==> src/rtl/vmem1_map_ctl_pkg.sv <==
// Shared definitions for the level-1 virtual-memory map controller.
package vmem1_map_ctl_pkg;

    localparam int unsigned VMEM1_AW = 10;
    localparam int unsigned VMEM1_DW = 24;

    // Controller state encoding
    localparam logic [0:0] ST_CLEAR = 1'b0;
    localparam logic [0:0] ST_RUN   = 1'b1;

    // Source tag carried alongside each RAM read
    localparam logic TAG_CPU  = 1'b0;
    localparam logic TAG_HOST = 1'b1;

    typedef struct packed {
        logic vld;
        logic tag;
    } rd_tag_t;

endpackage

==> src/rtl/vmem1_rd_tagpipe.sv <==
// Two-stage valid+tag pipeline that steers registered RAM read data to the
// CPU or host return port. Stage 2 lines up with q_a of the RAM.
module vmem1_rd_tagpipe
    import vmem1_map_ctl_pkg::*;
#(
    parameter int unsigned DW = VMEM1_DW
) (
    input  logic          clk_a,
    input  logic          reset,
    input  logic          i_issue,
    input  logic          i_tag,
    input  logic [DW-1:0] i_ram_q,
    output logic          o_cpu_valid,
    output logic [DW-1:0] o_cpu_data,
    output logic          o_host_valid,
    output logic [DW-1:0] o_host_data
);

    rd_tag_t       r_s1;
    rd_tag_t       r_s2;
    logic [DW-1:0] r_cpu_hold;
    logic [DW-1:0] r_host_hold;
    logic          w_cpu_hit;
    logic          w_host_hit;

    assign w_cpu_hit  = r_s2.vld & (r_s2.tag == TAG_CPU);
    assign w_host_hit = r_s2.vld & (r_s2.tag == TAG_HOST);

    // Advance the tag pipeline; latch returned data so outputs hold between pulses
    always_ff @(posedge clk_a) begin
        if (reset) begin
            r_s1        <= '0;
            r_s2        <= '0;
            r_cpu_hold  <= '0;
            r_host_hold <= '0;
        end else begin
            r_s1 <= '{vld: i_issue, tag: i_tag};
            r_s2 <= r_s1;
            if (w_cpu_hit) begin
                r_cpu_hold <= i_ram_q;
            end
            if (w_host_hit) begin
                r_host_hold <= i_ram_q;
            end
        end
    end

    assign o_cpu_valid  = w_cpu_hit;
    assign o_cpu_data   = w_cpu_hit ? i_ram_q : r_cpu_hold;
    assign o_host_valid = w_host_hit;
    assign o_host_data  = w_host_hit ? i_ram_q : r_host_hold;

endmodule

==> src/rtl/vmem1_map_ctl.sv <==
// Port-A initiator for the 1Kx24 level-1 map RAM: clears the map after reset,
// then arbitrates between pipelined CPU lookups and a req/ack host port.
module vmem1_map_ctl
    import vmem1_map_ctl_pkg::*;
#(
    parameter int unsigned AW            = VMEM1_AW,
    parameter int unsigned DW            = VMEM1_DW,
    parameter int unsigned HOST_MAX_WAIT = 8
) (
    input  logic          clk_a,
    input  logic          reset,
    input  logic          i_cpu_rd_req,
    input  logic [AW-1:0] i_cpu_addr,
    output logic          o_cpu_rd_ready,
    output logic          o_cpu_rd_valid,
    output logic [DW-1:0] o_cpu_rd_data,
    input  logic          i_host_req,
    input  logic          i_host_we,
    input  logic [AW-1:0] i_host_addr,
    input  logic [DW-1:0] i_host_wdata,
    output logic          o_host_ack,
    output logic [DW-1:0] o_host_rdata,
    output logic          o_init_done,
    output logic [AW-1:0] o_ram_addr,
    output logic [DW-1:0] o_ram_wdata,
    output logic          o_ram_wren,
    output logic          o_ram_rden,
    input  logic [DW-1:0] i_ram_q
);

    localparam int unsigned WW = $clog2(HOST_MAX_WAIT + 1);
    localparam logic [WW-1:0] WAIT_MAX = WW'(HOST_MAX_WAIT);

    logic [0:0]    r_state;
    logic [AW:0]   r_clr_cnt;
    logic [WW-1:0] r_wait;
    logic          r_host_busy;
    logic          r_host_wr_ack;
    logic          r_init_done;
    logic [AW-1:0] r_ram_addr;
    logic [DW-1:0] r_ram_wdata;
    logic          r_ram_wren;
    logic          r_ram_rden;

    logic          w_run;
    logic          w_host_grant;
    logic          w_cpu_acc;
    logic          w_rd_issue;
    logic          w_rd_tag;
    logic          w_host_rd_ack;

    // Arbitration: host wins when it has waited long enough or the CPU is idle
    always_comb begin
        w_run        = (r_state == ST_RUN) & ~reset;
        w_host_grant = w_run & i_host_req & ~r_host_busy &
                       ((r_wait >= WAIT_MAX) | ~i_cpu_rd_req);
        w_cpu_acc    = w_run & ~w_host_grant & i_cpu_rd_req;
        w_rd_issue   = w_cpu_acc | (w_host_grant & ~i_host_we);
        w_rd_tag     = w_host_grant ? TAG_HOST : TAG_CPU;
    end

    // FSM, clear sequencing and registered RAM port drive
    always_ff @(posedge clk_a) begin
        if (reset) begin
            r_state       <= ST_CLEAR;
            r_clr_cnt     <= '0;
            r_init_done   <= 1'b0;
            r_ram_addr    <= '0;
            r_ram_wdata   <= '0;
            r_ram_wren    <= 1'b0;
            r_ram_rden    <= 1'b0;
            r_host_wr_ack <= 1'b0;
        end else begin
            r_ram_wren    <= 1'b0;
            r_ram_rden    <= 1'b0;
            r_host_wr_ack <= 1'b0;
            if (r_state == ST_CLEAR) begin
                // Top counter bit set means every entry has been written
                if (r_clr_cnt[AW]) begin
                    r_state     <= ST_RUN;
                    r_init_done <= 1'b1;
                end else begin
                    r_ram_wren  <= 1'b1;
                    r_ram_addr  <= r_clr_cnt[AW-1:0];
                    r_ram_wdata <= '0;
                    r_clr_cnt   <= r_clr_cnt + 1'b1;
                end
            end else begin
                if (w_host_grant) begin
                    r_ram_addr <= i_host_addr;
                    if (i_host_we) begin
                        r_ram_wren    <= 1'b1;
                        r_ram_wdata   <= i_host_wdata;
                        r_host_wr_ack <= 1'b1;
                    end else begin
                        r_ram_rden <= 1'b1;
                    end
                end else if (w_cpu_acc) begin
                    r_ram_rden <= 1'b1;
                    r_ram_addr <= i_cpu_addr;
                end
            end
        end
    end

    // Host in-flight flag and anti-starvation wait counter
    always_ff @(posedge clk_a) begin
        if (reset) begin
            r_host_busy <= 1'b0;
            r_wait      <= '0;
        end else begin
            if (w_host_grant) begin
                r_host_busy <= 1'b1;
            end else if (o_host_ack) begin
                r_host_busy <= 1'b0;
            end
            // Only count cycles where the host is genuinely eligible but loses
            if (w_host_grant) begin
                r_wait <= '0;
            end else if (w_run && i_host_req && !r_host_busy && (r_wait < WAIT_MAX)) begin
                r_wait <= r_wait + 1'b1;
            end
        end
    end

    vmem1_rd_tagpipe #(
        .DW (DW)
    ) u_tagpipe (
        .clk_a        (clk_a),
        .reset        (reset),
        .i_issue      (w_rd_issue),
        .i_tag        (w_rd_tag),
        .i_ram_q      (i_ram_q),
        .o_cpu_valid  (o_cpu_rd_valid),
        .o_cpu_data   (o_cpu_rd_data),
        .o_host_valid (w_host_rd_ack),
        .o_host_data  (o_host_rdata)
    );

    assign o_cpu_rd_ready = w_run & ~w_host_grant;
    assign o_host_ack     = r_host_wr_ack | w_host_rd_ack;
    assign o_init_done    = r_init_done;
    assign o_ram_addr     = r_ram_addr;
    assign o_ram_wdata    = r_ram_wdata;
    assign o_ram_wren     = r_ram_wren;
    assign o_ram_rden     = r_ram_rden;

endmodule

==> config.mk <==
export PLATFORM = sky130hd
export DESIGN_NAME = vmem1_map_ctl
export DESIGN_NICKNAME = d
export VERILOG_FILES = /design/src/rtl/vmem1_map_ctl_pkg.sv /design/src/rtl/vmem1_rd_tagpipe.sv /design/src/rtl/vmem1_map_ctl.sv
export SDC_FILE = /design/constraint.sdc
export NUM_CORES = 1
export LEC_CHECK = 0
export ABC_AREA = 1
export BUFFER_PORTS_ARGS = -buffer_cell sky130_fd_sc_hd__buf_2
export CAP_MARGIN = 10
export CORE_MARGIN = 2
export CORE_UTILIZATION = 51
export CTS_CLUSTER_DIAMETER = 100
export DETAILED_ROUTE_END_ITERATION = 12
export PLACE_DENSITY = 0.84
export SYNTH_ARGS = -nofsm -noshare
export SYNTH_HDL_FRONTEND = slang
export SYNTH_HIERARCHICAL = 1
export SYNTH_SLANG_ARGS = --single-unit
==> constraint.sdc <==
create_clock -name clk_a -period 1.84 [get_ports clk_a]
set_clock_uncertainty 0.2 [all_clocks]
set_input_delay 0.092 -clock clk_a [delete_from_list [all_inputs] [get_ports clk_a]]
set_output_delay 0.092 -clock clk_a [all_outputs]
set_load 0.005 [all_outputs]
### Word-level counts from Yosys, hierarchy flattened

Cells that the tools add are included.
W data, S select, Z words.

* bits in registers: 107

* add/subtract/negate cells: 2
* $lt $le $gt $ge: 2
* equality and inequality tests: 4
* mux-type cells: 23
* bitwise logic cells: 20
* reduce and logical (&&, ||, !) cells: 11

Operator list (count)
* $mux W24: 6
* $mux W10: 4
* $mux W1: 12
* $add A11 B1 Y11 const B: 1
* $mux W11: 1
* $and A1 B1 Y1: 9
* $not A1 Y1: 8
* $reduce_and A2 Y1: 3
* $add A4 B1 Y4 const B: 1
* $ge A4 B4 Y1 const B: 1
* $lt A4 B4 Y1 const B: 1
* $ne A2 B2 Y1 const B: 2
* $reduce_or A2 Y1: 2
* $logic_and A1 B1 Y1: 3
* $ne A3 B1 Y1 const B: 1
* $or A1 B1 Y1: 3
* $reduce_and A3 Y1: 1
* $ne A2 B1 Y1 const B: 1
* $reduce_bool A2 Y1: 1
* $logic_not A1 Y1: 1

### Longest topological paths before layout

* word-level depth: 11
* gate-level depth with buffers: 10
* gate-level depth less buffers: 9

### Hierarchy

The synthesis kept the hierarchy.

By module, submodules not included
* vmem1_map_ctl: times used 1, cells each 367, area each 2492.4 um2, sequential area each 1101.1 um2
* vmem1_rd_tagpipe: times used 1, cells each 397, area each 2429.8 um2, sequential area each 1041.0 um2

### Least setup slack after synthesis

No wires, ideal clock.

* path type: reg-to-reg
* start point: register r_state
* end point: register r_ram_wdata[14] (netlist: o_ram_wdata[14])
* library setup time: 132 ps
* arrival: 1169 ps
* required time: 1508 ps
* path slack: 339 ps
* stages on the path, launching flop included: 9
* clock period less this slack: 1501 ps
* cell sequence: dfxtp_1 > inv_2 > nor2_4 > nand3_4 > nor2_8 > nor2_4 > buf_2 > nand2_1 > a21oi_1

* word-level cells in the longest chain between the ends: 6

RTL lines
* from (decl): RTL line vmem1_map_ctl.sv:34 `logic [0:0] r_state;`
* from (signal assigned): RTL line vmem1_map_ctl.sv:65 `r_state <= ST_CLEAR;`
* from (signal assigned): RTL line vmem1_map_ctl.sv:80 `r_state <= ST_RUN;`
* $and A1 B1 Y1: RTL line vmem1_map_ctl.sv:54 `w_run = (r_state == ST_RUN) & ~reset;`
* $and A1 B1 Y1 (3 in a row): RTL line vmem1_map_ctl.sv:55 `w_host_grant = w_run & i_host_req & ~r_host_busy &`
* $ne A2 B1 Y1 (no line)
* $reduce_and A3 Y1 (no line)
* to (signal assigned): RTL line vmem1_map_ctl.sv:93 `r_ram_wdata <= i_host_wdata;`
* to (decl): RTL line vmem1_map_ctl.sv:41 `logic [DW-1:0] r_ram_wdata;`

Parallel ways exist; a longest one is shown, timed or not.
A chain may end at the register's enable or synchronous reset.

### Worst setup path in the final report

* start point: input port i_host_req
* end point: register r_host_wr_ack

* word-level cells in the longest chain between the ends: 4

RTL lines
* from (decl): RTL line vmem1_map_ctl.sv:17 `input logic i_host_req,`
* $and A1 B1 Y1 (3 in a row): RTL line vmem1_map_ctl.sv:55
* $mux W1
* to (signal assigned): RTL line vmem1_map_ctl.sv:72 `r_host_wr_ack <= 1'b0;`
* to (signal assigned): RTL line vmem1_map_ctl.sv:76 `r_host_wr_ack <= 1'b0;`
* to (signal assigned): RTL line vmem1_map_ctl.sv:94 `r_host_wr_ack <= 1'b1;`
* to (decl): RTL line vmem1_map_ctl.sv:38 `logic r_host_wr_ack;`

Every way passes these cells.

==> results.cfg <==
[timing]
min_period_ns = 1.74
setup_slack_ns = 0.104
finalHoldViolations = 0
timing.fmax_mhz = 576
slew_headroom_pct = 65.3
setup_viol = 0
post-route-period-util_pct = 94.4
timing.hold.ws_ns = 0.200
tightest_slew_ns = 0.521
slew_viol_final = 0

[floorplan]
start_util_pct = 53.0
ioPinCount = 161
dieArea_mm2 = 0.0105
die_h_um = 102
dieWidth_um = 102
row_count = 35
core_area_mm2 = 0.00928

[setup_path]
cp-start-kind = primary input
crit_required_ns = 1.95
cp_max_fo = 7
end_kind = flop
worstSetupPathType = in2reg
regToRegEndpoint = r_clr_cnt[9]
crit_top_cell = dlygate4sd3_1
cp.arrival_ns = 1.84
crit_path_cell_trace = dlygate4sd3_1 -> buf_2 -> inv_1 -> nor2_1 -> nand3_4 -> nor2_8 -> dlygate4sd3_1
slowest_delay_ns = 0.56
rr_startpoint = r_clr_cnt[2]
cp-startpoint = i_host_req
rr_worst_depth = 7
slowest_stage = dlygate4sd3_1
rrSetupSlack_ns = 0.15
endpoint = r_host_wr_ack

[logic_synthesis]
yosysWarnings = 6
avgSynthCellArea_um2 = 6.44
syn_nets = 840
ys_seq_area_share_pct = 43.5
synthDistinctLibCells = 25
syn_inst = 764
synth_area_mm2 = 0.00492
synth_seq_cells = 107

[clock_tree]
cts.htree.levels = 3
cts_buffers = 9
clk_pin_slew_worst_paths_ns = 0.10
ctsLongestPathBuffers = 2
worstSkewPairLatency_ns = 0.36
tritoncts_num_sinks = 107
root_buffer = clkbuf_8
cts_tree = done

[grt]
grt_pass1_vias = 5047
gr-total-overflow = 0
grt_max_degree = 51
grt_pass1_wl_um = 22400
antenna_found_initial = 0
grt_use_total_pct = 27.1

[placed_design]
dp_hpwl_um = 7820
routabilityCongestion = 0.892
placed_area_mm2 = 0.00586
numPlacedInstances = 1035
port_buffers = 160
pre_cts_slack_ns = 0.257

[power_and_ir_drop]
clock_power_share_pct = 35.6
seqPwrFrac_pct = 56.3
internal-power_mw = 3.16
ir_drop_v = 0.000452
p_sw_mw = 0.982
p_sw_share_pct = 23.7
comb_power_share_pct = 8.1
p_total_mw = 4.14
p_per_area_mw_per_mm2 = 602
leakagePower_nw = 3.94

[cells_and_area]
layoutNonFillerInstCount = 1127
nets = 1068
synthToLayoutAreaGrowth_pct = 39.8
stdcell_area_mm2 = 0.00688
multi_input_area_mm2 = 0.00193
seq_area_mm2 = 0.00215
drive_gt1_share_pct = 21.0
final_common_cell = nand2_1
layout_common_cells = nand2_1, inv_1, buf_2
n_fill_cell = 700

[routing]
ant_nets = 0
via_per_inst = 4.67
drtIter0Drc = 266
drc = 0
wl_um = 13900
dr.pass1.iters = 5
vias = 5264
wl_per_cell_um = 12.4

[run_status]
status = finished clean

[job]
max_cap_viol_count = 0

[min_path]
hold_path.class = reg2reg
## layout make-up
type,count,area share [%]
Sequential cell,107,31.3
Antenna cell,1,0.0364
Multi-Input combinational cell,438,28.1
Inverter,181,9.87
Clock inverter,6,1.09
Timing Repair Buffer,255,25.5
Tap cell,129,2.35
Clock buffer,10,1.85
## layer usage
layer,part of all wire [%],up-vias,global-route usage (%)
met2,50,215,48.2
li1,-,2696,-
met3,6.7,37,7.32
met4,2.0,0,10.4
met1,42,2316,31.1
met5,0,-,0
## how the worst min path moves through the flow
stage / startpoint / end / slack, ns / depth (start not counted)
5_1_grt: u_tagpipe/r_s1[1] / u_tagpipe/r_s2[1] / 0.23 / 2
6_report: u_tagpipe/r_s1[1] / u_tagpipe/r_s2[1] / 0.20 / 2
4_1_cts: u_tagpipe/r_s1[1] / u_tagpipe/r_s2[1] / 0.20 / 2
3_3_place_gp: i_host_we / o_ram_rden / 0.12 / 2
3_5_place_dp: i_host_we / o_ram_rden / 0.15 / 2
2_1_floorplan: i_host_we / o_ram_rden / 0.006 / 1
## Yosys cell counts
library cell	count	area share (%)
nor2_8	1	0.41
buf_1	3	0.23
nand3_4	1	0.36
a21oi_1	37	3.8
buf_2	17	1.7
clkbuf_1	13	0.99
inv_1	179	14
nand2_1	214	16
o21ai_0	8	0.81
xor2_1	1	0.18
o21a_1	1	0.15
nor2_1	87	6.6
dfxtp_1	107	44
ha_1	3	0.76
a211oi_1	1	0.15
nand4_1	4	0.51
nor2_4	2	0.46
and3_1	1	0.13
nand2_2	2	0.25
o211ai_2	1	0.25
nand3_1	73	7.4
buf_6	4	0.92
buf_4	1	0.15
nor3_1	1	0.10
inv_2	2	0.15
## timing repair
action                                 in CTS  in global routing
setup buffers                               0                  2
hold buffers                               73                  0
pin swaps                                   0                  1
endpoints found under the hold margin      87                  0
gates resized for setup                     3                 10
setup endpoints to repair                  49                 44
## power groups by stage
stage	Clock (mW)	Sequential [mW]	Combinational (mW)
2_1_floorplan	0	2.39	0.0963
4_1_cts	1.50	2.33	0.315
6_report	1.47	2.33	0.335
3_3_place_gp	0	2.39	0.198
3_5_place_dp	0	2.39	0.199
5_1_grt	1.61	2.33	0.364
## worst max-delay path, delay by kind of cell
kind	cells	cell delay, ns
AND/OR/NAND/NOR	3	0.51
buffers and inverters	4	1.26
## cell families (layout without fill, tap and decap cells)
logic type	after synthesis	in the layout	share of synthesized area [%]
compound gates	48	48	5.13
buf+inv	219	452	17.8
fa+ha+maj	3	3	0.763
xor+xnor	1	1	0.178
flops	107	107	43.5
simple gates	386	386	32.6
other cells	0	1	0
## sequential cells by signal, summed over array words and instances, names as in the netlist
register / cells
u_tagpipe/r_s2: 2
o_ram_wren: 1
r_clr_cnt: 11
o_init_done: 1
r_wait: 4
u_tagpipe/r_host_hold: 24
u_tagpipe/r_cpu_hold: 24
u_tagpipe/r_s1: 2
r_host_wr_ack: 1
o_ram_addr: 10
r_state: 1
o_ram_wdata: 24
r_host_busy: 1
o_ram_rden: 1
## per-stage QoR
| stage | TNS [ns] | utilization (%) |
|---|---|---|
| floorplan | 0 | - |
| global placement | 0 | 63.2 |
| detailed placement | 0 | 63.2 |
| CTS | 0 | 73.3 |
| global route | -0.00443 | 74.1 |
| finish | 0 | 74.1 |
Note: power is estimated with default switching activity, not from simulation.
